==> src/rtl/banked_memory.sv <==
// rtl/banked_memory.sv - two-stage banked ROM/SRAM with write-protect errors and a saturating error counter
module banked_memory #(
    parameter int DATA_W    = 8,
    parameter int WORD_W    = 3,
    parameter int N_BANKS   = 8,
    parameter int BANK_W    = 3,
    parameter int ERR_CNT_W = 8,
    localparam int ADDR_W   = 1 + BANK_W + WORD_W
) (
    input  logic                 clk,
    input  logic                 rst,
    input  logic                 req,
    input  logic                 we,
    input  logic [ADDR_W-1:0]    addr,
    input  logic [DATA_W-1:0]    din,
    output logic                 rsp_valid,
    output logic [DATA_W-1:0]    dout,
    output logic                 err,
    output logic [ERR_CNT_W-1:0] err_cnt
);
    localparam int DEPTH = 2 ** WORD_W;
    localparam int IDX_W = BANK_W + WORD_W;

    // Fibonacci term with F(0)=F(1)=1, wrapping at DATA_W bits.
    function automatic logic [DATA_W-1:0] fib(input int n);
        logic [DATA_W-1:0] a, b, t;
        a = DATA_W'(1);
        b = DATA_W'(1);
        for (int i = 0; i < n; i++) begin
            t = a + b;
            a = b;
            b = t;
        end
        return a;
    endfunction

    logic [DATA_W-1:0] rom_base [DEPTH];
    for (genvar g = 0; g < DEPTH; g++) begin : g_rom
        assign rom_base[g] = fib(g);
    end

    logic              region;
    logic [BANK_W-1:0] bank;
    logic [WORD_W-1:0] word;
    logic [IDX_W-1:0]  idx;
    logic              bank_ok;
    logic              req_err;
    logic              sram_wr;
    logic [DATA_W-1:0] rd_word;

    assign {region, bank, word} = addr;
    assign idx     = {bank, word};
    assign bank_ok = 32'(bank) < N_BANKS;
    assign req_err = !bank_ok || (!region && we);
    assign sram_wr = req && we && region && bank_ok && !rst;

    logic [DATA_W-1:0] mem [N_BANKS*DEPTH];

    always_comb begin
        rd_word = '0;
        if (bank_ok) begin
            if (region)
                rd_word = mem[idx];
            else
                rd_word = rom_base[word] + DATA_W'(bank);
        end
    end

    // Storage is never reset; the read samples pre-write contents (read-first).
    logic [DATA_W-1:0] s1_data;
    always_ff @(posedge clk) begin
        if (sram_wr)
            mem[idx] <= din;
        if (req)
            s1_data <= rd_word;
    end

    logic s1_valid, s1_err, s1_we;
    always_ff @(posedge clk or posedge rst) begin
        if (rst) begin
            s1_valid <= 1'b0;
            s1_err   <= 1'b0;
            s1_we    <= 1'b0;
        end else begin
            s1_valid <= req;
            if (req) begin
                s1_err <= req_err;
                s1_we  <= we;
            end
        end
    end

    always_ff @(posedge clk or posedge rst) begin
        if (rst) begin
            rsp_valid <= 1'b0;
            dout      <= '0;
            err       <= 1'b0;
            err_cnt   <= '0;
        end else begin
            rsp_valid <= s1_valid;
            if (s1_valid) begin
                err  <= s1_err;
                dout <= (s1_err || s1_we) ? '0 : s1_data;
                if (s1_err && err_cnt != '1)
                    err_cnt <= err_cnt + ERR_CNT_W'(1);
            end
        end
    end
endmodule

==> config.mk <==
export PLATFORM = sky130hd
export DESIGN_NAME = banked_memory
export DESIGN_NICKNAME = d
export VERILOG_FILES = /design/src/rtl/banked_memory.sv
export SDC_FILE = /design/constraint.sdc
export NUM_CORES = 1
export LEC_CHECK = 0
export BUFFER_PORTS_ARGS = -buffer_cell sky130_fd_sc_hd__buf_2
export CORE_MARGIN = 5
export CORE_UTILIZATION = 47
export CTS_CLUSTER_SIZE = 10
export DETAILED_ROUTE_END_ITERATION = 8
export PLACE_DENSITY = 0.6
export SLEW_MARGIN = 15
export SYNTH_ARGS = -nofsm -noshare
export SYNTH_HDL_FRONTEND = slang
export SYNTH_SLANG_ARGS = --single-unit
==> constraint.sdc <==
create_clock -name clk -period 4.2 [get_ports clk]
set_input_delay 0.42 -clock clk [delete_from_list [all_inputs] [get_ports clk]]
set_output_delay 0.42 -clock clk [all_outputs]
set_load 0.03 [all_outputs]
# Yosys cells after proc, flatten, opt, wreduce, memory -nomap -nowiden

Memory sizes are Yosys's and may differ from the RTL's.
Index checks and enable logic that the tools add are counted.

Flip-flop bits (word level): 29
Latch bits: 0
RAM bits: 512
ROM bits: 64
Input port bits: 19
Logic and storage cells: 30
Memories kept: 2

$add $sub $neg: 2
Multiply operators: 0
Div/mod/pow operators: 0
$lt $le $gt $ge: 1
Eq/ne operators: 1
Shift operators: 0
Multiplexer cells: 6
Bitwise logic cells: 1
Reduce and logical (&&, ||, !) cells: 9

Memories:

| name             | words | bits a word | rd ports | clocked after memory_dff | write ports | line | text |
|---|---|---|---|---|---|---|---|
| mem              | 64    | 8           | 1        | 0                        | 1           | 57   | `logic [DATA_W-1:0] mem [N_BANKS*DEPTH];` |
| (name not given) | 8     | 8           | 1        | 0                        | 0           | 65   | `rd_word = rom_base[word] + DATA_W'(bank);` |

Operators with widths:

| cell                | count |
|---|---|
| $mux 8              | 4 |
| $add 8x1->8 const B | 1 |
| $add 8x3->8         | 1 |
| $ne 8x8->1 const B  | 1 |
| $logic_and 1x1->1   | 5 |
| $ge 4x4->1 const B  | 1 |
| $not 3->4           | 1 |
| $logic_not 1->1     | 2 |
| $mux 1              | 2 |
| $reduce_and 2->1    | 1 |
| $logic_or 1x1->1    | 1 |

# Logic depth before layout (Yosys ltp)

Gate-level depths: netlist of the first run.

Depth after elaboration: 6
Gate-level depth with buffers: 14
Depth with buffers taken out: 10

# Worst setup path after synthesis of the first run

No wires, ideal clock.

Path type: input to register
Start point: in addr[1]
End point: reg s1_data[4] (data pin)
Library setup time: 0.267 ns
Arrival time: 2.555 ns
Data required time: 3.933 ns
Path slack: 1.378 ns
Stages: 14
Path buffers: 4
Cell sequence: buf_6 buf_4 inv_1 buf_2 buf_2 ha_1 mux2i_1 ha_1 fa_1 a21oi_1 nor2_1 xor2_1 a21oi_1 a31oi_1

Cells in the longest elaborated chain, start to end: 6
Elaborated cells on any way between the ends: 7
Those cells by class: add/sub (1); mux (3); bitwise (1); memory (2)

Ends and longest elaborated chain:

| element                                    | line | text |
|---|---|---|
| from (decl)                                | 14   | `input logic [ADDR_W-1:0] addr,` |
| $not 3->4 (implied by the code)            | 65   |  |
| $mem_v2 8x8                                | --   |  |
| $mux 8 (implied by the code) (2 in series) | 65   |  |
| $add 8x3->8                                | 65   |  |
| $mux 8 *                                   | 62   | `if (region)` |
| via rd_word[4]                             | 49   | `logic [DATA_W-1:0] rd_word;` |
| to (signal assigned)                       | 75   | `s1_data <= rd_word;` |
| to (decl)                                  | 70   | `logic [DATA_W-1:0] s1_data;` |

Mark *: on every way through the listed nets, which the timed path passes. The rest lies on a longest branch. The select of a mux whose other input is x is not followed.
A chain may end at the register's enable or synchronous reset.

# Worst setup path after layout of the first run

Start point: in rst
End point: mem mem[31][2], enable pin

Cells in the longest elaborated chain, start to end: 4

Ends and longest elaborated chain:

| element                      | line | text |
|---|---|---|
| from (decl)                  | 11   | `input logic rst,` |
| $logic_not 1->1 (no line)    | --   |  |
| $logic_and 1x1->1            | 55   | `assign sram_wr = req && we && region && bank_ok && !rst;` |
| $mux 1                       | 72   | `if (sram_wr)` |
| $mux 1 (implied by the code) | 73   | `mem[idx] <= din;` |
| to (decl)                    | 57   |  |

No other way between the ends.

==> impl_metrics.py, run 1 <==
metrics = {
    "die": {
        "dieHeight_um": 224.1,
        "die_area_um2": 50210,
        "rows": 78,
        "start_util_pct": 47.47,
        "core-area_um2": 45380,
        "io_pins": 37,
        "die-width_um": 224.1,
    },
    "synth": {
        "seq_area_frac_synth_pct": 74.93,
        "synthesis.nets": 1288,
        "ys_warn_count": 0,
        "ys_ff_latch": 541,
        "synth_area_per_cell_um2": 17.08,
        "async_flop_share_pct": 3.882,
        "synth_cell_type_count": 62,
        "netlist_instances": 1261,
        "synth_edf_count": 520,
        "syn_area_um2": 21540,
        "ys.flop_type": "edfxtp_1",
    },
    "power": {
        "ir_drop_uv": 312.8,
        "p_leak_nw": 8.085,
        "p_per_area_nw_per_um2": 465.1,
        "finalPower_mw": 11.29,
    },
    "layout": {
        "final_layout_size_suffix_gt1_share_pct": 18.44,
        "regArea_um2": 16140,
        "nets": 1381,
        "final_core_utilization_pct": 53.51,
        "area_delta_synth_final_pct": 12.73,
        "n_fill_cell": 3616,
        "multi_input_area_um2": 4897,
        "layout.cells.most_common_list": "edfxtp_1, nor2_1, mux2i_1, buf_4, clkbuf_16",
        "final_common_cell": "edfxtp_1",
    },
    "global_route": {
        "grt_pass1_vias": 12130,
        "gr-total-overflow": 0,
        "grt_start_max_net_pins": 65,
        "grt_pass1_wl_mm": 84.32,
        "track_usage_pct": 22.78,
        "antenna_found_initial": 1,
    },
    "sta": {
        "rsz0062_at_grt": "false",
        "tns_ps": 0,
        "setup_violations": 0,
        "min_period_over_period_pct": 68.77,
        "worst_pin_slew_ps": 980.6,
        "hold_viol_final": 0,
        "fmax_mhz": 346.2,
        "hold_ws_ps": 83.35,
        "worst_clock_skew_ps": 25.83,
        "slew_headroom_pct": 34.38,
        "final_max_slew_viol_count": 0,
        "fin_crit_ps": 2888,
    },
    "min_path": {
        "hold_path_class": "in -> reg",
    },
    "job": {
        "maxCapViolCount": 0,
    },
    "worst_setup_path": {
        "reg2reg_slack_ps": 1660,
        "ff2ff_path_depth": 6,
        "cp_cell_sequence": "dlygate4sd3_1 > buf_2 > inv_1 > and4_1 > nand3_1 > nor2_1",
        "critical_path.startpoint": "rst",
        "cp-start-kind": "input pin",
        "slowest_delay_ps": 900,
        "cp-endpoint": "mem[31][2]$_DFFE_PP_",
        "cp.required_ps": 4440,
        "cp_data_arrival_time_ps": 3120,
        "r2r-end": "s1_data[7]$_SDFFCE_PN0P_",
        "end_kind": "register",
        "critPathMaxFanout": 8,
        "slowest_stage": "nor2_1",
        "path_class": "in -> reg",
        "r2r-start": "mem[63][7]$_DFFE_PP_",
    },
    "status": {
        "status": "completed",
    },
    "routing": {
        "wire_per_inst_um": 29.11,
        "vias": 12230,
        "wirelength_mm": 57.75,
        "via_per_inst": 6.165,
        "dr.pass1.iters": 5,
        "ant_nets": 0,
        "first_iter_violations": 1461,
        "drc": 0,
    },
    "clocking": {
        "cts.htree.levels": 2,
        "root_buffer": "clkbuf_16",
        "cts_tree": "done",
        "cts_buffers": 60,
        "clkLatencyLatePin_ps": 620,
        "clk_path_buf_depth": 3,
        "cts_sinks": 541,
        "post_cts_buffers": 0,
        "path_clk_slew_ps": 50,
    },
    "place": {
        "hpwl_mm": 36.40,
        "io_buffers": 36,
        "routabilityCongestion": 0.8756,
    },
}
[flip-flops by register name (all words and copies together) (netlist names)]
signal,count
dout,8
err,1
err_cnt,8
mem,512
rsp_valid,1
s1_data,8
s1_err,1
s1_valid,1
s1_we,1
[timing repair]
| item | in CTS | in global routing |
|---|---|---|
| gates resized for setup | 0 | 0 |
| hold buffers | 1 | 0 |
| hold endpoints to repair | 21 | 0 |
[kinds of logic (layout without fill, tap and decap cells)]
family / after synthesis / in the layout / share of synthesized area, %
buffers and inverters: 97 / 219 / 2.381
multiplexers: 162 / 162 / 9.596
AND/OR/NAND/NOR: 196 / 196 / 4.165
adder cells (fa/ha/maj): 8 / 8 / 0.4995
XOR/XNOR: 10 / 10 / 0.4066
other: 0 / 1 / 0
AO/OA/AOI/OAI: 247 / 247 / 8.022
flip-flops: 541 / 541 / 74.93
[critical path: cells and delay by family]
kind                   cells  cell delay, ps
buffers and inverters      3             740
AND/OR/NAND/NOR            3            1960
[synthesized netlist by cell type (5+ instances only)]
cell type	n	area [um^2]
edfxtp_1	520	15610
nor2_1	96	360.4
mux2i_1	94	940.9
o21ai_0	46	230.2
a22oi_1	44	330.3
a21oi_1	43	215.2
buf_2	32	160.2
mux2_2	32	360.4
mux4_2	32	720.7
a221oi_1	31	271.5
nand3_1	31	155.2
nand2_1	29	108.9
clkbuf_1	24	90.09
dfrtp_1	21	525.5
o22ai_1	20	125.1
inv_1	15	56.30
buf_4	11	82.58
a221o_1	10	100.1
a31oi_1	10	62.56
buf_6	9	101.4
ha_1	7	87.58
nor2b_1	7	43.79
xnor2_1	7	61.31
buf_1	6	22.52
nand4_1	6	37.54
a211oi_1	5	37.54
[per-layer routing]
layer  wire length [um]  GRT usage, %  up-vias  share of wire [%]
li1                   -             -     5224                  -
met4               1632         6.779        2                2.8
met1              23380         32.41     6289                 40
met2              27250         35.95      607                 47
met3               5476         4.757      109                9.5
met5                 13             0        -              0.023
[area by class of cell]
| type | count | share of cell area [%] |
|---|---|---|
| inverter | 15 | 0.2319 |
| timing repair buffer | 113 | 3.298 |
| tap | 600 | 3.092 |
| clock buffer | 88 | 6.616 |
| clock inverter | 3 | 0.1185 |
| antenna | 1 | 0.01031 |
| sequential | 541 | 66.47 |
| multi-input combinational | 623 | 20.17 |
[stage by stage]
stage	cell area (um^2)	worst slack (ps)	std cells
4_1_cts	24280	1358	1983
3_5_place_dp	22640	965.6	1891
2_1_floorplan	21540	1378	1261
5_1_grt	24280	1276	1983
6_report	24280	1312	1984
3_3_place_gp	22640	935.9	1891
[power by group]
group	leakage [nW]	internal (mW)	switching, mW
Clock	0.785	2.59	1.97
Sequential	4.95	5.96	0.0406
Combinational	2.35	0.227	0.504
Total	8.09	8.78	2.51
[worst min path at each step]
stage,start,endpoint,slack [ps],cells past startpoint
floorplan,s1_valid$_DFF_PP0_,rsp_valid$_DFF_PP0_,350,0
global placement,s1_data[6]$_SDFFCE_PN0P_,dout[6]$_DFFE_PP0P_,480,2
detailed placement,s1_data[6]$_SDFFCE_PN0P_,dout[6]$_DFFE_PP0P_,480,2
CTS,we,s1_we$_DFFE_PP0P_,50,2
global route,we,s1_we$_DFFE_PP0P_,70,2
finish,we,s1_we$_DFFE_PP0P_,80,2
No activity file was read; power rests on OpenSTA's default activity.
==> run 2, diff against run 1 <==
--- a/config.mk
+++ b/config.mk
@@ -5,6 +5,7 @@
 export SDC_FILE = /design/constraint.sdc
 export NUM_CORES = 1
 export LEC_CHECK = 0
+export ABC_AREA = 1
 export BUFFER_PORTS_ARGS = -buffer_cell sky130_fd_sc_hd__buf_2
 export CORE_MARGIN = 5
 export CORE_UTILIZATION = 47
==> constraint.sdc (replaced) <==
create_clock -name clk -period 2.78 [get_ports clk]
set_input_delay 0.278 -clock clk [delete_from_list [all_inputs] [get_ports clk]]
set_output_delay 0.278 -clock clk [all_outputs]
set_load 0.03 [all_outputs]
==> run 2 against run 1 <==
Net effect:
- non-clock buffer count increased by 61
- sequential share of layout area decreased by 6.0 points
- combinational power increased by 63%
- global-route usage decreased by 0.43 points
- clock power increased by 53%
- power increased by 53%
- utilization increased by 0.93 points
- flip-flop and latch count unchanged
- design area increased by 10%
- sequential power increased by 51%
- critical path depth increased by 2
- final cell count increased by 53%
- largest cell class unchanged
==> impl_metrics.py, run 2 <==
metrics = {
    "status": {
        "status": "completed",
    },
    "sta": {
        "worst_pin_slew_ps": 896.9,
        "fmax_mhz": 431.9,
        "setup_violations": 0,
        "hold_viol_final": 0,
        "fin_crit_ps": 2316,
        "worst_clock_skew_ps": 17.69,
        "tns_ps": 0,
        "final_max_slew_viol_count": 0,
        "slew_headroom_pct": 40.21,
        "worst_slack_ps": 464.4,
        "min_period_over_period_pct": 83.29,
        "rsz0062_at_grt": "false",
        "hold_ws_ps": 38.60,
    },
    "synth": {
        "seq_area_frac_synth_pct": 68.98,
        "ys_ff_latch": 541,
        "ys_warn_count": 0,
        "synthTopCellsByCount": "nand2_1, edfxtp_1, inv_1",
        "synth_edf_count": 520,
        "synth_area_per_cell_um2": 10.60,
        "synth_top_area_share_pct": 66.73,
        "ys.flop_type": "edfxtp_1",
        "synth_cell_type_count": 35,
        "ys_top_cells_by_area": "edfxtp_1, nand2_1, inv_1, nand3_1, nor2_1",
        "synthesis.nets": 2234,
        "syn_area_um2": 23400,
        "async_flop_share_pct": 3.882,
        "netlist_instances": 2207,
        "yosys.area.top_type": "edfxtp_1",
        "synth.most_common_cell": "nand2_1",
    },
    "global_route": {
        "gr-total-overflow": 0,
        "antenna_found_initial": 2,
        "grt_pass1_wl_mm": 91.36,
        "grt_start_max_net_pins": 65,
        "grt_pass1_vias": 15000,
        "track_usage_pct": 22.35,
    },
    "power": {
        "ir_drop_uv": 475.5,
        "p_leak_nw": 11.30,
        "seqPwrFrac_pct": 52.6,
        "internal_power_mw": 13.34,
        "p_per_area_nw_per_um2": 645.4,
        "p_clk_share_pct": 40.5,
        "combPwrFrac_pct": 6.9,
        "power.switching_mw": 3.890,
        "swShare_pct": 22.57,
    },
    "routing": {
        "met2_length_mm": 27.13,
        "dr.pass1.iters": 5,
        "met1Wirelength_mm": 26.51,
        "routed.top_layer": "met5",
        "first_iter_violations": 1462,
        "ant_nets": 0,
        "wirelength_mm": 60.37,
        "via_per_inst": 5.129,
        "drc": 0,
        "wl_met3_mm": 4.807,
        "vias": 15610,
        "wire_per_inst_um": 19.83,
    },
    "layout": {
        "antenna_cells": 0,
        "largest_register": "mem",
        "final_core_utilization_pct": 54.44,
        "final_layout_size_suffix_gt1_share_pct": 12.52,
        "largest_reg_flops": 512,
        "area_delta_synth_final_pct": 14.12,
        "final_common_cell": "nand2_1",
        "n_fill_cell": 4307,
        "layout.cells.most_common_list": "nand2_1, edfxtp_1, inv_1, nor2_1, nand3_1",
        "nets": 2380,
    },
    "place": {
        "io_buffers": 36,
        "routabilityCongestion": 0.9312,
        "hpwl_mm": 38.47,
        "pre_cts_ws_ps": 408.5,
    },
    "die": {
        "dieHeight_um": 233.1,
        "rows": 81,
        "io_pins": 37,
        "start_util_pct": 47.70,
        "core-area_um2": 49050,
        "die-width_um": 233.1,
        "die_area_um2": 54350,
    },
    "worst_setup_path": {
        "path_class": "in -> reg",
        "cp.required_ps": 3090,
        "cp_data_arrival_time_ps": 2630,
        "critPathMaxFanout": 12,
        "end_kind": "register",
        "cp-start-kind": "input pin",
    },
    "clocking": {
        "post_cts_resized": 0,
        "cts_buffers": 60,
        "path_clk_slew_ps": 50,
        "cts.htree.levels": 2,
        "cts_tree": "done",
        "root_buffer": "clkbuf_16",
        "clkLatencyLatePin_ps": 610,
        "post_cts_buffers": 0,
        "clk_path_buf_depth": 3,
        "cts_sinks": 541,
    },
    "job": {
        "maxCapViolCount": 0,
    },
    "min_path": {
        "hold_path_class": "in -> reg",
    },
}
[run 2: cell families (layout without fill, tap and decap cells)]
family | after synthesis | count (layout) | share of synthesized area (%)
multiplexers | 1 | 1 | 0.04812
AO/OA/AOI/OAI | 106 | 106 | 2.625
XOR/XNOR | 8 | 8 | 0.2994
adder cells (fa/ha/maj) | 8 | 8 | 0.4598
AND/OR/NAND/NOR | 1158 | 1158 | 20.30
buffers and inverters | 385 | 558 | 7.288
flip-flops | 541 | 541 | 68.98
[run 2: stage by stage]
step / cells / cell area (um^2) / total power [mW]
floorplan: 2207 / 23400 / 9.909
global placement: 2952 / 25020 / 10.41
detailed placement: 2952 / 25020 / 10.42
CTS: 3044 / 26700 / 17.38
global route: 3044 / 26700 / 17.86
finish: 3044 / 26700 / 17.23
[run 2: cell type report]
cell class | instances | area, um^2 | share of cell area [%]
Clock buffer | 89 | 1652 | 6.185
Tap cell | 664 | 830.8 | 3.111
Inverter | 295 | 1115 | 4.175
Sequential cell | 541 | 16140 | 60.44
Timing Repair Buffer | 174 | 1396 | 5.229
Multi-Input combinational cell | 1281 | 5569 | 20.86
[run 2: worst paths after layout]
check / startpoint / endpoint / slack (ps) / cells past startpoint
max in group asynchronous: rst / err_cnt[1]$_DFFE_PP0P_ / 1930 / 3
max: req / mem[27][3]$_DFFE_PP_ / 460 / 8
max reg2reg: mem[42][3]$_DFFE_PP_ / s1_data[3]$_DFFE_PP_ / 970 / 9
min reg2reg: s1_data[7]$_SDFFCE_PN0P_ / dout[7]$_DFFE_PP0P_ / 480 / 2
min: addr[6] / s1_err$_DFFE_PP0P_ / 40 / 2
min in group asynchronous: rst / s1_we$_DFFE_PP0P_ / 380 / 3
[run 2: power groups by stage]
stage / registers [mW] / logic [mW] / clock network [mW]
after floorplan: 9.31 / 0.596 / 0
after global placement: 9.23 / 1.18 / 0
after detailed placement: 9.24 / 1.18 / 0
after CTS: 9.07 / 1.19 / 7.12
after global routing: 9.07 / 1.30 / 7.48
final: 9.07 / 1.19 / 6.98
[run 2: what timing repair did]
action	CTS	global route
hold endpoints to repair	23	0
endpoints found under the setup margin	0	0
hold buffers	3	0
[run 2: layer usage]
metal | vias up | global-route usage [%]
met5 | - | 0
met3 | 106 | 4.072
met2 | 593 | 34.35
li1 | 7434 | -
met4 | 4 | 7.643
met1 | 7475 | 32.37
[run 2: critical path: stages]
cell and delay (ps):
dlygate4sd3_1 530, buf_2 320, nand2_1 190, nor3_4 430, nand3_1 260, buf_4 260
nor2_1 150, buf_4 210
==> run 3, diff against run 2 <==
==> constraint.sdc (replaced) <==
create_clock -name clk -period 2.19 [get_ports clk]
set_input_delay 0.219 -clock clk [delete_from_list [all_inputs] [get_ports clk]]
set_output_delay 0.219 -clock clk [all_outputs]
set_load 0.03 [all_outputs]
==> run 3 against run 2 <==
Net effect:
- setup slack got worse by 200 ps
- sequential power rose by 27%
- hold slack improved by 66 ps
- wire length fell by 1.8%
- clock power rose by 28%
- first-iteration DRC count fell by 6.0%
- die area did not move
- non-clock buffer count rose by 25
==> impl_metrics.py, run 3 (synthesis gave the netlist of run 2 again) <==
metrics = {
    "min_path": {
        "hold_start": "din[6]",
        "hold_path_class": "in -> reg",
    },
    "place": {
        "dpl.cell_count": 2974,
        "io_buffers": 36,
        "hpwl_mm": 38.28,
        "pre_cts_ws_ps": -8.708,
        "routabilityCongestion": 0.8962,
    },
    "global_route": {
        "antenna_found_initial": 0,
        "grt_pass1_wl_mm": 91.40,
        "gr-total-overflow": 0,
        "grt_start_max_net_pins": 65,
        "grt_pass1_vias": 15400,
        "track_usage_pct": 22.13,
    },
    "layout": {
        "n_fill_cell": 4295,
        "nets": 2406,
        "fin_cells": 3072,
        "area_delta_synth_final_pct": 15.34,
        "largest_reg_flops": 512,
        "final_common_cell": "nand2_1",
        "layout.cells.most_common_list": "nand2_1, edfxtp_1, inv_1, nor2_1, nand3_1",
        "final_layout_size_suffix_gt1_share_pct": 13.37,
        "antenna_cells": 0,
        "largest_register": "mem",
        "final_core_utilization_pct": 55.02,
    },
    "routing": {
        "first_iter_violations": 1375,
        "dr.pass1.iters": 5,
        "drc": 0,
        "wire_per_inst_um": 19.29,
        "vias": 15580,
        "ant_nets": 0,
        "wirelength_mm": 59.27,
        "via_per_inst": 5.073,
    },
    "clocking": {
        "clkLatencyLatePin_ps": 610,
        "cts_buffers": 61,
        "cts.htree.levels": 2,
        "path_clk_slew_ps": 60,
        "clk_path_buf_depth": 3,
        "root_buffer": "clkbuf_16",
        "post_cts_buffers": 0,
        "cts_tree": "done",
        "cts_sinks": 541,
    },
    "power": {
        "ir_drop_uv": 550.3,
        "p_per_area_nw_per_um2": 813.8,
        "finalPower_mw": 21.96,
        "p_leak_nw": 11.44,
    },
    "die": {
        "dieHeight_um": 233.1,
        "rows": 81,
        "die-width_um": 233.1,
        "start_util_pct": 47.70,
        "die_area_um2": 54350,
        "io_pins": 37,
        "core-area_um2": 49050,
    },
    "worst_setup_path": {
        "cp_top_family": "buffers and inverters",
        "reg2reg_slack_ps": 300,
        "end_kind": "register",
        "r2r-start": "mem[2][2]$_DFFE_PP_",
        "cp.required_ps": 2500,
        "cp_data_arrival_time_ps": 2230,
        "r2r-end": "s1_data[2]$_DFFE_PP_",
        "cp_cell_sequence": "dlygate4sd3_1 > buf_2 > clkinv_1 > nor3_4 > nand3_1 > buf_4 > nor2_1 > buf_4",
        "path_class": "in -> reg",
        "crit_buf_inv": 5,
        "ff2ff_path_depth": 9,
        "cp-start-kind": "input pin",
        "cp-endpoint": "mem[17][1]$_DFFE_PP_",
        "critPathMaxFanout": 8,
        "crit_top_cell": "buf_4",
        "slowest_delay_ps": 530,
        "critical_path.startpoint": "addr[6]",
        "slowest_stage": "dlygate4sd3_1",
        "path_depth": 8,
    },
    "sta": {
        "hold_viol_final": 0,
        "worst_clock_skew_ps": 22.67,
        "fin_crit_ps": 1924,
        "min_period_over_period_pct": 87.85,
        "setup_violations": 0,
        "hold_ws_ps": 104.6,
        "fmax_mhz": 519.8,
        "worst_slack_ps": 266.2,
        "slew_headroom_pct": 49.71,
        "rsz0062_at_grt": "false",
        "worst_pin_slew_ps": 753.5,
        "final_max_slew_viol_count": 0,
    },
    "job": {
        "maxCapViolCount": 0,
    },
    "status": {
        "status": "completed",
    },
}
-- run 3: report_power, final --
part	total, mW	internal, mW	switching [mW]	leakage (nW)
sequential	11.5	11.4	0.0711	4.95
clock	8.90	5.08	3.82	0.796
combinational	1.56	0.462	1.10	5.69
-- run 3: how the worst min path moves through the flow --
stage                     depth (start not counted)  slack (ps)              endpoint
after CTS                                         1          80  mem[33][6]$_DFFE_PP_
after detailed placement                          2         420     s1_we$_DFFE_PP0P_
final                                             1         100  mem[33][6]$_DFFE_PP_
after floorplan                                   1         200   dout[0]$_DFFE_PP0P_
after global routing                              1         110  mem[32][6]$_DFFE_PP_
after global placement                            2         420     s1_we$_DFFE_PP0P_
-- run 3: worst register-to-register path, stage by stage (launching register included) --
cell,delay (ps)
edfxtp_1,350
or2_2,270
nand3_1,100
nand2_1,60
o21ai_1,140
nand2_1,110
nor2_1,370
nand3_1,120
nand2_1,90
inv_1,40
-- run 3: area by class of cell --
class / instances / area, um^2 / share of cell area [%]
sequential: 541 / 16140 / 59.81
multi-input combinational: 1281 / 5572 / 20.64
timing repair buffer: 199 / 1667 / 6.175
clock buffer: 90 / 1645 / 6.096
inverter: 295 / 1117 / 4.140
tap: 664 / 830.8 / 3.078
clock inverter: 2 / 16.27 / 0.06027
-- run 3: metal layers --
layer  vias to the layer above  GRT usage (%)  part of all wire, %
met1                      7551          31.44                   45
met4                         0          4.837                  2.0
li1                       7484              -                    -
met3                        74          3.659                  6.5
met2                       475          36.33                   47
met5                         -              0                    0
-- run 3: through the flow --
step | setup TNS (ps) | instance area (um^2)
after floorplan | 0 | 23410
after global placement | -9.234 | 25270
after detailed placement | -8.708 | 25270
after CTS | 0 | 26990
after global routing | 0 | 26990
final | 0 | 26990
-- run 3: repair_timing --
| item | 4_1_cts | 5_1_grt |
|---|---|---|
| resized for setup | 0 | 0 |
| hold buffers | 6 | 0 |
| endpoints found under the hold margin | 32 | 0 |
